**src/rtl/control_sequencer.sv**
```systemverilog
// Hardwired control sequencer for a small 16-bit datapath.
// Fetches a 16-bit instruction as two bytes (T0 low, T1 high). From T2 it
// decodes IR[15:10] and drives the RF, ALU, ARF, IR, memory and mux controls.
// HLT parks the sequencer in HALT until Reset.
// Ports:
//   Clock, Reset (sync, active-low)     clock and reset
//   IROut[15:0], FlagsOut[3:0]          instruction register, ALU flags {Z,C,N,O}
//   RF_* / ALU_* / ARF_* / IR_* / Mem_* / Mux*Sel   datapath controls (combinational)
//   SeqT[2:0], Halted                   current step and halt status (registered)
module control_sequencer (
  input  logic        Clock,
  input  logic        Reset,
  input  logic [15:0] IROut,
  input  logic [3:0]  FlagsOut,
  output logic [2:0]  RF_OutASel,
  output logic [2:0]  RF_OutBSel,
  output logic [2:0]  RF_FunSel,
  output logic [3:0]  RF_RegSel,
  output logic [3:0]  RF_ScrSel,
  output logic [4:0]  ALU_FunSel,
  output logic        ALU_WF,
  output logic [1:0]  ARF_OutCSel,
  output logic [1:0]  ARF_OutDSel,
  output logic [2:0]  ARF_FunSel,
  output logic [2:0]  ARF_RegSel,
  output logic        IR_LH,
  output logic        IR_Write,
  output logic        Mem_WR,
  output logic        Mem_CS,
  output logic [1:0]  MuxASel,
  output logic [1:0]  MuxBSel,
  output logic        MuxCSel,
  output logic [2:0]  SeqT,
  output logic        Halted
);

  localparam int unsigned SEQ_W = 2;

  localparam logic [5:0] OP_BRA  = 6'h00;
  localparam logic [5:0] OP_BNE  = 6'h01;
  localparam logic [5:0] OP_LDR  = 6'h02;
  localparam logic [5:0] OP_STR  = 6'h03;
  localparam logic [5:0] OP_ADD  = 6'h04;
  localparam logic [5:0] OP_SUB  = 6'h05;
  localparam logic [5:0] OP_AND  = 6'h06;
  localparam logic [5:0] OP_MOVL = 6'h07;
  localparam logic [5:0] OP_LDAR = 6'h08;
  localparam logic [5:0] OP_HLT  = 6'h3F;

  localparam logic [2:0] FUN_INC   = 3'b001;
  localparam logic [2:0] FUN_LOAD  = 3'b010;
  localparam logic [2:0] FUN_CLEAR = 3'b011;
  localparam logic [2:0] FUN_LDLO  = 3'b101;

  localparam logic [4:0] ALU_PASSA = 5'b10000;
  localparam logic [4:0] ALU_ADD   = 5'b10100;
  localparam logic [4:0] ALU_SUB   = 5'b10110;
  localparam logic [4:0] ALU_AND   = 5'b10111;

  typedef enum logic {ST_FETCH, ST_HALT} state_e;

  state_e           state_q, state_d;
  logic [SEQ_W-1:0] seq_q, seq_d;

  logic [5:0] opcode;
  logic [1:0] rd, rs1, rs2;
  logic [3:0] rd_sel_n;
  logic       flag_z;
  logic       unused_bits;

  assign opcode   = IROut[15:10];
  assign rd       = IROut[9:8];
  assign rs1      = IROut[7:6];
  assign rs2      = IROut[5:4];
  assign flag_z   = FlagsOut[3];
  // Active-low RF write enable for Rd: R1 is bit 3, R4 is bit 0.
  assign rd_sel_n = ~(4'b1000 >> rd);
  assign unused_bits = ^{IROut[3:0], FlagsOut[2:0]};

  assign SeqT   = 3'(seq_q);
  assign Halted = (state_q == ST_HALT);

  // State and step register.
  always_ff @(posedge Clock) begin
    if (!Reset) begin
      state_q <= ST_FETCH;
      seq_q   <= '0;
    end else begin
      state_q <= state_d;
      seq_q   <= seq_d;
    end
  end

  // Next step: two fetch cycles, one execute cycle (two for MOVL), HLT parks at T2.
  always_comb begin
    state_d = state_q;
    seq_d   = seq_q;
    if (state_q == ST_FETCH) begin
      case (seq_q)
        2'd0: seq_d = 2'd1;
        2'd1: seq_d = 2'd2;
        2'd2: begin
          if (opcode == OP_HLT) begin
            state_d = ST_HALT;
          end else if (opcode == OP_MOVL) begin
            seq_d = 2'd3;
          end else begin
            seq_d = 2'd0;
          end
        end
        default: seq_d = 2'd0;
      endcase
    end
  end

  // Control outputs; idle whenever Reset is low or the sequencer is halted.
  always_comb begin
    RF_OutASel  = 3'b000;
    RF_OutBSel  = 3'b000;
    RF_FunSel   = 3'b000;
    RF_RegSel   = 4'b1111;
    RF_ScrSel   = 4'b1111;
    ALU_FunSel  = 5'b00000;
    ALU_WF      = 1'b0;
    ARF_OutCSel = 2'b00;
    ARF_OutDSel = 2'b00;
    ARF_FunSel  = 3'b000;
    ARF_RegSel  = 3'b111;
    IR_LH       = 1'b0;
    IR_Write    = 1'b0;
    Mem_WR      = 1'b0;
    Mem_CS      = 1'b1;
    MuxASel     = 2'b00;
    MuxBSel     = 2'b00;
    MuxCSel     = 1'b0;
    if (Reset && (state_q == ST_FETCH)) begin
      case (seq_q)
        2'd0, 2'd1: begin
          // Fetch one IR byte from M[PC] and increment PC.
          ARF_OutDSel = 2'b00;
          Mem_CS      = 1'b0;
          IR_Write    = 1'b1;
          IR_LH       = seq_q[0];
          ARF_FunSel  = FUN_INC;
          ARF_RegSel  = 3'b011;
        end
        2'd2: begin
          case (opcode)
            OP_BRA, OP_BNE: begin
              if ((opcode == OP_BRA) || !flag_z) begin
                MuxBSel    = 2'b11;
                ARF_FunSel = FUN_LOAD;
                ARF_RegSel = 3'b011;
              end
            end
            OP_LDR: begin
              ARF_OutDSel = 2'b10;
              Mem_CS      = 1'b0;
              MuxASel     = 2'b10;
              RF_FunSel   = FUN_LOAD;
              RF_RegSel   = rd_sel_n;
            end
            OP_STR: begin
              RF_OutASel  = 3'(rd);
              ALU_FunSel  = ALU_PASSA;
              ARF_OutDSel = 2'b10;
              Mem_CS      = 1'b0;
              Mem_WR      = 1'b1;
            end
            OP_ADD, OP_SUB, OP_AND: begin
              RF_OutASel = 3'(rs1);
              RF_OutBSel = 3'(rs2);
              ALU_FunSel = (opcode == OP_ADD) ? ALU_ADD :
                           (opcode == OP_SUB) ? ALU_SUB : ALU_AND;
              ALU_WF     = 1'b1;
              MuxASel    = 2'b00;
              RF_FunSel  = FUN_LOAD;
              RF_RegSel  = rd_sel_n;
            end
            OP_MOVL: begin
              RF_FunSel = FUN_CLEAR;
              RF_RegSel = rd_sel_n;
            end
            OP_LDAR: begin
              RF_OutASel = 3'(rd);
              ALU_FunSel = ALU_PASSA;
              MuxBSel    = 2'b00;
              ARF_FunSel = FUN_LOAD;
              ARF_RegSel = 3'b101;
            end
            default: ;
          endcase
        end
        default: begin
          // Second MOVL step: low byte of Rd from the immediate.
          if (opcode == OP_MOVL) begin
            MuxASel   = 2'b11;
            RF_FunSel = FUN_LDLO;
            RF_RegSel = rd_sel_n;
          end
        end
      endcase
    end
  end

endmodule

```
**config.mk**
```make
export PLATFORM = sky130hd
export DESIGN_NAME = control_sequencer
export DESIGN_NICKNAME = d
export VERILOG_FILES = /design/src/rtl/control_sequencer.sv
export SDC_FILE = /design/constraint.sdc
export NUM_CORES = 1
export LEC_CHECK = 0
export ABC_AREA = 0
export BUFFER_PORTS_ARGS = -buffer_cell sky130_fd_sc_hd__buf_2
export CAP_MARGIN = 30
export CORE_UTILIZATION = 35
export DETAILED_ROUTE_END_ITERATION = 6
export PLACE_DENSITY = 0.8
export SYNTH_ARGS = -nofsm -noshare
export SYNTH_HDL_FRONTEND = slang
export SYNTH_SLANG_ARGS = --single-unit
```
**constraint.sdc**
```tcl
create_clock -name Clock -period 1.5 [get_ports Clock]
set_clock_uncertainty 0.2 [all_clocks]
set_input_delay 0 -clock Clock [delete_from_list [all_inputs] [get_ports Clock]]
set_output_delay 0 -clock Clock [all_outputs]
set_load 0.02 [all_outputs]
```
==> results of run 1 <==
==> cell families (layout without fill, tap and decap cells) <==
kind of cell	after synthesis	count (layout)
simple gates	42	42
buf+inv	27	70
compound gates	20	20
flops	3	3
other cells	2	14
==> cell usage after synthesis, types with 4 or more instances <==
library cell,count
nor2_1,4
buf_4,18
nand2_1,4
and2_1,6
and3_1,4
o2111ai_1,4
nor3_1,4
nand3_1,4
==> registers in the layout (all words and copies together), names as in the netlist <==
name    count
Halted      1
seq_q       2
==> what timing repair did <==
| item | 4_1_cts | 5_1_grt |
|---|---|---|
| pin swaps | 11 | 3 |
| resized for setup | 52 | 8 |
| endpoints found under the setup margin | 24 | 27 |
| hold buffers | 3 | 0 |
| buffers inserted | 4 | 2 |
| endpoints found under the hold margin | 3 | 0 |
==> worst paths after layout <==
| path | depth (start not counted) | from | endpoint | slack (ps) |
|---|---|---|---|---|
| worst max register to register | 4 | seq_q[0]$_SDFFE_PN0P_ | seq_q[1]$_SDFFE_PN0P_ | 70 |
| worst min register to register | 2 | seq_q[1]$_SDFFE_PN0P_ | seq_q[1]$_SDFFE_PN0P_ | 430 |
| worst max-delay path | 5 | seq_q[1]$_SDFFE_PN0P_ | MuxASel[0] | -160 |
| worst min-delay path | 3 | IROut[5] | RF_OutBSel[1] | 110 |
==> area by class of cell <==
class,count,area share [%]
Sequential cell,3,5.705
Timing Repair Buffer,63,39.63
Clock buffer,4,2.178
Inverter,3,0.9336
Multi-Input combinational cell,76,48.96
Tap cell,25,2.593
==> stage by stage <==
stage / instance area [sq um] / worst slack [ps] / hold WS [ps] / std cells
finish: 1206 / -156.5 / 112.6 / 174
floorplan: 770.7 / -47.46 / -71.83 / 106
detailed placement: 912.1 / -17.56 / 97.55 / 161
global placement: 912.1 / 26.26 / 88.41 / 161
CTS: 1165 / -153.9 / 111.8 / 172
global route: 1206 / -231.1 / 117.8 / 174
==> power groups by stage <==
stage	Combinational (mW)	Clock (mW)	Sequential [mW]
finish	0.279	0.141	0.0981
global route	0.298	0.160	0.0987
CTS	0.257	0.139	0.0967
detailed placement	0.228	0	0.0960
global placement	0.222	0	0.0964
floorplan	0.178	0	0.103
==> worst register-to-register path, cell delays in order (launching register included) <==
cell     delay (ps)
dfxtp_4         380
buf_4           150
and4b_2         230
a21oi_1         230
a31oi_1         120
==> metal layers <==
layer	track usage [%]	vias to the layer above	share of wire [%]
met5	0	-	0
met4	8.235	0	0.57
met3	3.529	2	9.0
met2	39.44	76	53
met1	26.62	440	38
li1	-	417	-
==> metrics.md, run 1 <==
| Metric | Value |
|---|---|
| Worst min-delay path class | `input pin to output port` |
| Outcome | `finished with violations` |
| Clock Path Buffers | `2` |
| P per Cell Area | `430.0 nW/um^2` |
| Vias in the first global route | `790` |
| Initial Utilization | `38.39%` |
| Final slew viol count | `0` |
| Comb pwr share | `53.8%` |
| Setup-failing EPs final | `26` |
| Mux cell area share after synthesis | `0%` |
| Tot GR Track Use | `22.29%` |
| Initial antenna violation count | `0` |
| Fin nets | `172` |
| Routed vias/inst | `5.374` |
| Unique masters post-synth | `36` |
| Drt initial violations | `36` |
| CP required | `1300 ps` |
| TritonCTS clock tree | `built` |
| NetSw | `221.5 uW` |
| Clk root buf | `clkbuf_4` |
| Total core area | `1783 sq um` |
| Final WL | `2.455 mm` |
| Initial DRT Pass Iterations | `4` |
| Pwr Total | `518.6 uW` |
| CP Capture Type | `output port` |
| Type of origin of the critical path | `flip-flop` |
| Final Hold Fails | `0` |
| Simple-Gate Fraction of Synth Area | `39.85%` |
| Largest family of logic cells by synthesized area | `simple AND/OR/NAND/NOR gates` |
| Max Cap Violations | `0` |
| Setup CP Type | `flip-flop to output port` |
| Gpl congestion | `0.7210` |
| Buf+Inv Stages, Crit Path | `2` |
| CP Max Fanout | `7` |
| Area of the multi-input gates | `590.6 sq um` |
| Synthesis-to-finish area growth | `76.23%` |
| Synth Area in Compound Gates | `22.85%` |
| CTS sink count | `3` |
| Register Area | `68.82 sq um` |
| Data arrival, critical path | `1460 ps` |
| Residual DRC | `0` |
| Most common cell after layout, fill and taps aside | `buf_2` |
| ANT cells | `0` |
| EDFF count, synth | `0` |
| Min Tclk post-route | `1656 ps` |
| # rows | `15` |
| GR Overflow Total | `0` |
| Post-synthesis cell count | `94` |
| Synth async-reset ratio | `0%` |
| Commonest non-fill, non-tap cells in the layout | `25 x buf_2, 19 x buf_4, 16 x buf_6, 14 x conb_1, 4 x and2_4` |
| Failing checks | `setup timing` |
| Num CTS Buffers | `3` |
| Critical-path cell with the highest stage delay | `dfxtp_4` |
| Xor/xnor share of the synthesized area | `0%` |
| Int Power | `297.1 uW` |
| Port-buffer cells | `46` |
| Setup Total Neg Slack | `-3021 ps` |
| Post-Synth Adder-Cell Area | `0%` |
| DRT antenna net count | `0` |
| Top area cells in the synthesized netlist | `buf_4 20%, dfxtp_1 8.8%, and2_1 5.5%, o2111ai_1 5.1%, and3_1 3.7%` |
| CP Cell Sequence | `nor3b_4, buf_4, and2_4, and3_4, buf_6` |
| Top-area cell type share of the netlist area | `19.74%` |
| Vias | `935` |
| Largest net degree at the start of global routing | `12` |
| Post-synth top area cell | `buf_4` |
| Sw Share | `42.72%` |
| Sequential share of the synthesized area | `8.775%` |
| Flop pwr share | `18.9%` |
| Final worst slack | `-156.5 ps` |
| Die W | `46.22 um` |
| First-pass GRT wire length | `3.463 mm` |
| Syn Area/Cell | `7.281 sq um` |
| H-tree depth | `1` |
| Clk pin slew, worst setup/hold paths | `40 ps` |
| Die area | `2136 sq um` |
| Peak supply drop | `354.0 uV` |
| DP Wirelength | `1.507 mm` |
| Post-synthesis cell area | `684.4 sq um` |
| Final Cycle Share | `110.4%` |
| Layout fillers | `133` |
| Final Util | `67.65%` |
| Drt wl/cell | `14.11 um` |
| RSZ-0062 raised after global routing | `yes` |
| Max frequency | `603.7 MHz` |
| Clock Power Share | `27.3%` |
| Crit path max-delay family | `simple AND/OR/NAND/NOR gates` |
| Height of the chip | `46.22 um` |
| Crit path largest cell delay | `340 ps` |
| Yosys reg bits | `3` |
| Layout cell share with drive strength beyond 1 | `63.76%` |
| Clock latency on the worst-skew pair | `230 ps` |
| Pleak | `0.5962 nW` |
| Ys Warns | `0` |
| I/O Pins | `68` |
| Ys flop type | `dfxtp_1` |
Power figures use the tool's default switching activity.
==> run 2, diff against run 1 <==
--- a/config.mk
+++ b/config.mk
@@ -11,6 +11,7 @@
 export CORE_UTILIZATION = 35
 export DETAILED_ROUTE_END_ITERATION = 6
 export PLACE_DENSITY = 0.8
+export SETUP_SLACK_MARGIN = 0.05
 export SYNTH_ARGS = -nofsm -noshare
 export SYNTH_HDL_FRONTEND = slang
 export SYNTH_SLANG_ARGS = --single-unit
==> run 2 against run 1 <==
  * The run still ends with setup timing left
  * Sequential share of layout area shrank 0.73 points
  * Die area did not move
  * Worst setup slack lost 69 ps
  * Sequential power shrank 2.8%
  * First-iteration DRC count fell by 33%
  * Final cell count is 1.1% higher
  * Via count decreased by 0.64%
  * Critical path depth rose by 1
  * Largest cell class unchanged
  * Highest routed layer unchanged
==> metrics.md, run 2 (synthesis results as in run 1) <==
| Metric | Value |
|---|---|
| Vias | `929 (-0.64%)` |
| P per Cell Area | `426.6 nW/um^2 (-0.78%)` |
| Final worst slack | `-225.3 ps (-68.84 ps)` |
| Worst min-delay path class | `input pin to output port` |
| Type of origin of the critical path | `flip-flop` |
| Gpl congestion | `0.8246 (+14%)` |
| Final Cell Area | `1333 sq um (+10%)` |
| Crit path largest cell delay | `340 ps (about the same)` |
| Final Util | `74.74% (+7.1 points)` |
| CP Max Fanout | `4 (-3)` |
| Clk root buf | `clkbuf_4` |
| # rows | `15 (unchanged)` |
| Fin nets | `174 (+1.2%)` |
| Final slew viol count | `0 (unchanged)` |
| Clock Path Buffers | `2 (unchanged)` |
| Clk pin slew, worst setup/hold paths | `30 ps (about the same)` |
| Pleak | `0.6183 nW (+3.7%)` |
| Buf+Inv Stages, Crit Path | `3 (+1)` |
| Crit path max-delay family | `simple AND/OR/NAND/NOR gates` |
| Residual DRC | `0 (unchanged)` |
| Most flops, register | `seq_q` |
| Initial antenna violation count | `0 (unchanged)` |
| CP Cell Sequence | `nor3b_4, buf_4, buf_6, nand3_4, nor3_2, buf_4` |
| Initial Utilization | `38.39% (unchanged)` |
| DRT antenna net count | `0 (unchanged)` |
| Final WL | `2.739 mm (+12%)` |
| CP required | `1300 ps (about the same)` |
| ANT cells | `0 (unchanged)` |
| Die W | `46.22 um (unchanged)` |
| Vias in the first global route | `771 (-2.4%)` |
| Commonest non-fill, non-tap cells in the layout | `28 x buf_6, 23 x buf_2, 14 x conb_1, 11 x buf_4` |
| Max frequency | `579.6 MHz (-4.0%)` |
| Data arrival, critical path | `1530 ps (+70 ps)` |
| Die area | `2136 sq um (unchanged)` |
| Largest net degree at the start of global routing | `12 (unchanged)` |
| CP Capture Type | `output port` |
| Height of the chip | `46.22 um (unchanged)` |
| RSZ-0062 raised after global routing | `yes` |
| First-pass GRT wire length | `3.705 mm (+7.0%)` |
| Most common cell after layout, fill and taps aside | `buf_6` |
| Critical-path cell with the highest stage delay | `dfxtp_4` |
| Failing checks | `setup timing` |
| Routed vias/inst | `5.278 (-1.8%)` |
| TritonCTS clock tree | `built` |
| DP Wirelength | `1.522 mm (+1.0%)` |
| H-tree depth | `1 (unchanged)` |
| Drt wl/cell | `15.56 um (+10%)` |
| Max reg flops | `2 (unchanged)` |
| Crit path top cell by count | `buf_4` |
| Initial DRT Pass Iterations | `6 (+2)` |
| Area after DPL | `952.2 sq um (+4.4%)` |
| GR Overflow Total | `0 (unchanged)` |
| Min Tclk post-route | `1725 ps (+68.84 ps)` |
| Synthesis-to-finish area growth | `94.70%` |
| Total core area | `1783 sq um (unchanged)` |
| Layout cell share with drive strength beyond 1 | `66.23% (+2.5 points)` |
| Setup-failing EPs final | `26 (unchanged)` |
| I/O Pins | `68 (unchanged)` |
| Drt initial violations | `24 (-33%)` |
| Num CTS Buffers | `3 (unchanged)` |
| Port-buffer cells | `46 (unchanged)` |
| Outcome | `finished with violations` |
| Max Cap Violations | `0 (unchanged)` |
| Final Hold Fails | `0 (unchanged)` |
| Tot GR Track Use | `24.26% (+2.0 points)` |
| Clock latency on the worst-skew pair | `240 ps (about the same)` |
| Final Cycle Share | `115.0% (+4.6 points)` |
| CTS sink count | `3 (unchanged)` |
| Peak supply drop | `306.9 uV (-13%)` |
| Setup CP Type | `flip-flop to output port` |
==> run 2: cell count changes in the layout (fill, tap and decap cells not counted), moves of 2 or more <==
cell       delta
o2111ai_2     -2
buf_4         -8
and3_1        -2
buf_6        +12
and3_4        +2
buf_2         -2
nor2_4        +2
o2111ai_1     +2
nor2_2        -2
==> run 2: final timing paths <==
check | slack (ps) | from | to | cells after the start
setup / recovery | -230 | seq_q[1]$_SDFFE_PN0P_ | ALU_FunSel[0] | 6
hold / removal | 110 | IROut[7] | RF_OutASel[1] | 3
setup reg to reg | 130 | seq_q[0]$_SDFFE_PN0P_ | seq_q[0]$_SDFFE_PN0P_ | 3
hold reg to reg | 430 | seq_q[0]$_SDFFE_PN0P_ | seq_q[0]$_SDFFE_PN0P_ | 3
==> run 2: repair_timing <==
action	CTS	global route
setup endpoints to repair	27	28
resized for setup	51	28
endpoints found under the hold margin	3	0
pin swaps	14	8
setup buffers	2	4
hold buffers	3	0
==> run 2: tightest hold or removal path, delay by kind of cell <==
| family | cells | cell delay [ps] |
|---|---|---|
| buf+inv | 2 | 180 |
| compound gates | 1 | 120 |
==> run 2: metal layers <==
| layer | wire [um] | part of all wire (%) | vias to the layer above | track usage [%] |
|---|---|---|---|---|
| li1 | - | - | 423 | - |
| met3 | 200 | 7.3 | 12 | 5.098 |
| met2 | 1356 | 50 | 59 | 40.56 |
| met1 | 1089 | 40 | 435 | 31.63 |
| met4 | 93 | 3.4 | 0 | 5.294 |
| met5 | 0 | 0 | - | 0 |
==> run 2: power by group <==
group	internal (mW)	leakage [nW]	total, mW	switching (mW)
logic	0.136	0.577	0.329	0.193
registers	0.0886	0.0261	0.0954	0.00681
clock network	0.0998	0.0150	0.144	0.0440
==> run 2: per-stage QoR <==
step	power, mW	hold WS, ps	worst slack [ps]	setup TNS (ps)	cells
after floorplan	0.2852	-71.83	-47.21	-125.7	106
after global placement	0.3273	91.00	-1.615	-1.863	163
after detailed placement	0.3327	96.80	-39.60	-148.4	163
after CTS	0.5216	106.0	-205.1	-2935	172
after global routing	0.5992	121.8	-280.8	-5088	176
final	0.5685	108.9	-225.3	-3586	176
==> run 2: area by class of cell <==
cell class	count	area [sq um]
Tap cell	25	31.28
Sequential cell	3	66.31
Multi-Input combinational cell	76	654.4
Clock buffer	4	26.28
Fill cell	116	450.4
Timing Repair Buffer	65	543.0
Inverter	3	11.26
==> run 3, diff against run 2 <==
--- a/config.mk
+++ b/config.mk
@@ -10,7 +10,7 @@
 export CAP_MARGIN = 30
 export CORE_UTILIZATION = 35
 export DETAILED_ROUTE_END_ITERATION = 6
-export PLACE_DENSITY = 0.8
+export PLACE_DENSITY = 0.79
 export SETUP_SLACK_MARGIN = 0.05
 export SYNTH_ARGS = -nofsm -noshare
 export SYNTH_HDL_FRONTEND = slang
==> run 3 against run 2 <==
  * The run still ends with setup timing left
  * Die area is the same
  * Non-clock buffer count did not move
  * Worst hold slack improved by 1.6 ps
  * Final cell count unchanged
  * Register-to-register slack worse by 120 ps
  * Sequential cell count unchanged
  * Utilization rose by 1.7 points
  * Critical path type unchanged
  * Critical endpoint is now ALU_WF
==> metrics.md, run 3 (synthesis results as in run 1) <==
| Metric | Value |
|---|---|
| Outcome | `finished with violations` |
| Failing checks | `setup timing` |
| Final std cells w/o fill | `176 (unchanged)` |
| Placed Cells | `163 (unchanged)` |
| Num CTS Buffers | `3 (unchanged)` |
| Peak supply drop | `365.7 uV (+19%)` |
| Setup CP Type | `flip-flop to output port` |
| Setup-failing EPs final | `26 (unchanged)` |
| Area of the multi-input gates | `679.4 sq um (+3.8%)` |
| Most common cell after layout, fill and taps aside | `buf_6` |
| CP required | `1300 ps (about the same)` |
| CP Max Fanout | `4 (unchanged)` |
| H-tree depth | `1 (unchanged)` |
| GR Overflow Total | `0 (unchanged)` |
| WL met1 | `1.146 mm (+5.2%)` |
| Critical-path cell with the highest stage delay | `dfxtp_4` |
| Vias in the first global route | `890 (+15%)` |
| Most flops, register | `seq_q` |
| Final slew viol count | `0 (unchanged)` |
| Final worst slack | `-260.6 ps (-35.26 ps)` |
| Drt wl/cell | `17.06 um (+9.6%)` |
| Max frequency | `568.0 MHz (-2.0%)` |
| Largest net degree at the start of global routing | `12 (unchanged)` |
| Total core area | `1783 sq um (unchanged)` |
| Pwr Total | `594.3 uW (+4.5%)` |
| Routed vias/inst | `5.341 (+1.2%)` |
| Fin nets | `174 (unchanged)` |
| Initial Utilization | `38.39% (unchanged)` |
| Worst min-delay path class | `input pin to output port` |
| # rows | `15 (unchanged)` |
| Gpl congestion | `0.8448 (+2.4%)` |
| Max layer used | `met4` |
| Port-buffer cells | `46 (unchanged)` |
| Clk pin slew, worst setup/hold paths | `40 ps (about the same)` |
| Max reg flops | `2 (unchanged)` |
| ANT cells | `0 (unchanged)` |
| Drt initial violations | `19 (-21%)` |
| RSZ-0062 raised after global routing | `yes` |
| Residual DRC | `0 (unchanged)` |
| I/O Pins | `68 (unchanged)` |
| Final WL | `3.002 mm (+9.6%)` |
| Final Cycle Share | `117.4% (+2.4 points)` |
| Initial DRT Pass Iterations | `4 (-2)` |
| Tot GR Track Use | `28.01% (+3.8 points)` |
| Crit path largest cell delay | `330 ps (about the same)` |
| Clock Path Buffers | `2 (unchanged)` |
| Layout fillers | `106 (-8.6%)` |
| CP Cell Sequence | `nor3b_4, buf_4, nor4bb_2, buf_2` |
| Die W | `46.22 um (unchanged)` |
| Max Cap Violations | `0 (unchanged)` |
| Commonest non-fill, non-tap cells in the layout | `28 x buf_6, 21 x buf_2, 14 x conb_1, 14 x buf_4, 5 x and2_4` |
| Final Hold Fails | `0 (unchanged)` |
| Synthesis-to-finish area growth | `99.09%` |
| P per Cell Area | `436.1 nW/um^2 (+2.2%)` |
| Data arrival, critical path | `1560 ps (+30 ps)` |
| Met2 Wirelength | `1.562 mm (+15%)` |
| Type of origin of the critical path | `flip-flop` |
| First-pass GRT wire length | `4.202 mm (+13%)` |
| Min Tclk post-route | `1761 ps (+35.26 ps)` |
| Initial antenna violation count | `0 (unchanged)` |
| CTS sink count | `3 (unchanged)` |
| Clk root buf | `clkbuf_4` |
| Height of the chip | `46.22 um (unchanged)` |
| Vias | `940 (+1.2%)` |
| Pleak | `0.6402 nW (+3.5%)` |
| Register Area | `68.82 sq um (+3.8%)` |
| Die area | `2136 sq um (unchanged)` |
| DP Wirelength | `1.501 mm (-1.3%)` |
| Layout cell share with drive strength beyond 1 | `71.52% (+5.3 points)` |
| CP Capture Type | `output port` |
| DRT antenna net count | `0 (unchanged)` |
| Reg2reg path depth | `5 (+2)` |
| Hold path depth | `3 (unchanged)` |
| WL met3 | `185 um (-7.5%)` |
| Clock latency on the worst-skew pair | `240 ps (about the same)` |
| TritonCTS clock tree | `built` |
run 3: per-layer routing:
metal / vias to the layer above / track usage, %
met1: 448 / 32.95
met3: 12 / 5.098
met4: 0 / 11.76
li1: 422 / -
met5: - / 0
met2: 58 / 49.01
run 3: stage by stage:
stage	area [sq um]	worst slack, ps	hold WS [ps]	setup TNS (ps)	util (%)
floorplan	799.5	-47.21	-71.83	-125.7	-
global placement	952.2	29.31	89.08	0	53.40
detailed placement	952.2	8.063	92.11	0	53.40
CTS	1301	-145.8	75.10	-2411	72.98
global route	1363	-329.9	114.0	-5968	76.42
finish	1363	-260.6	110.5	-4563	76.42
run 3: final cells by class:
| type | instances | share of cell area (%) |
|---|---|---|
| sequential | 3 | 5.050 |
| timing repair buffer | 65 | 40.04 |
| clock buffer | 4 | 1.928 |
| multi-input combinational | 76 | 49.86 |
| tap | 25 | 2.296 |
| inverter | 3 | 0.8264 |
run 3: what timing repair did:
item                                    4_1_cts  5_1_grt
setup buffers                                 9        1
hold buffers                                  2        0
pin swaps                                    17        9
endpoints found under the setup margin       27       30
resized for setup                            68       22
hold endpoints to repair                      3        0
run 3: worst paths after layout:
| check | startpoint | endpoint | slack (ps) |
|---|---|---|---|
| worst min-delay path | IROut[5] | RF_OutBSel[1] | 110 |
| worst max-delay path | seq_q[1]$_SDFFE_PN0P_ | ALU_WF | -260 |
| worst max register to register | seq_q[0]$_SDFFE_PN0P_ | Halted$_SDFF_PN0_ | 10 |
| worst min register to register | seq_q[1]$_SDFFE_PN0P_ | seq_q[1]$_SDFFE_PN0P_ | 440 |
run 3: power by group:
| part | total, mW | switching [mW] | internal [mW] |
|---|---|---|---|
| logic | 0.348 | 0.202 | 0.146 |
| registers | 0.0967 | 0.00816 | 0.0885 |
| clock network | 0.149 | 0.0492 | 0.100 |
| total | 0.594 | 0.260 | 0.334 |
run 3: critical path: cells and delay by family, from the launching register on:
family        cells  cell delay (ps)
buf+inv           2              410
flops             1              330
simple gates      2              580
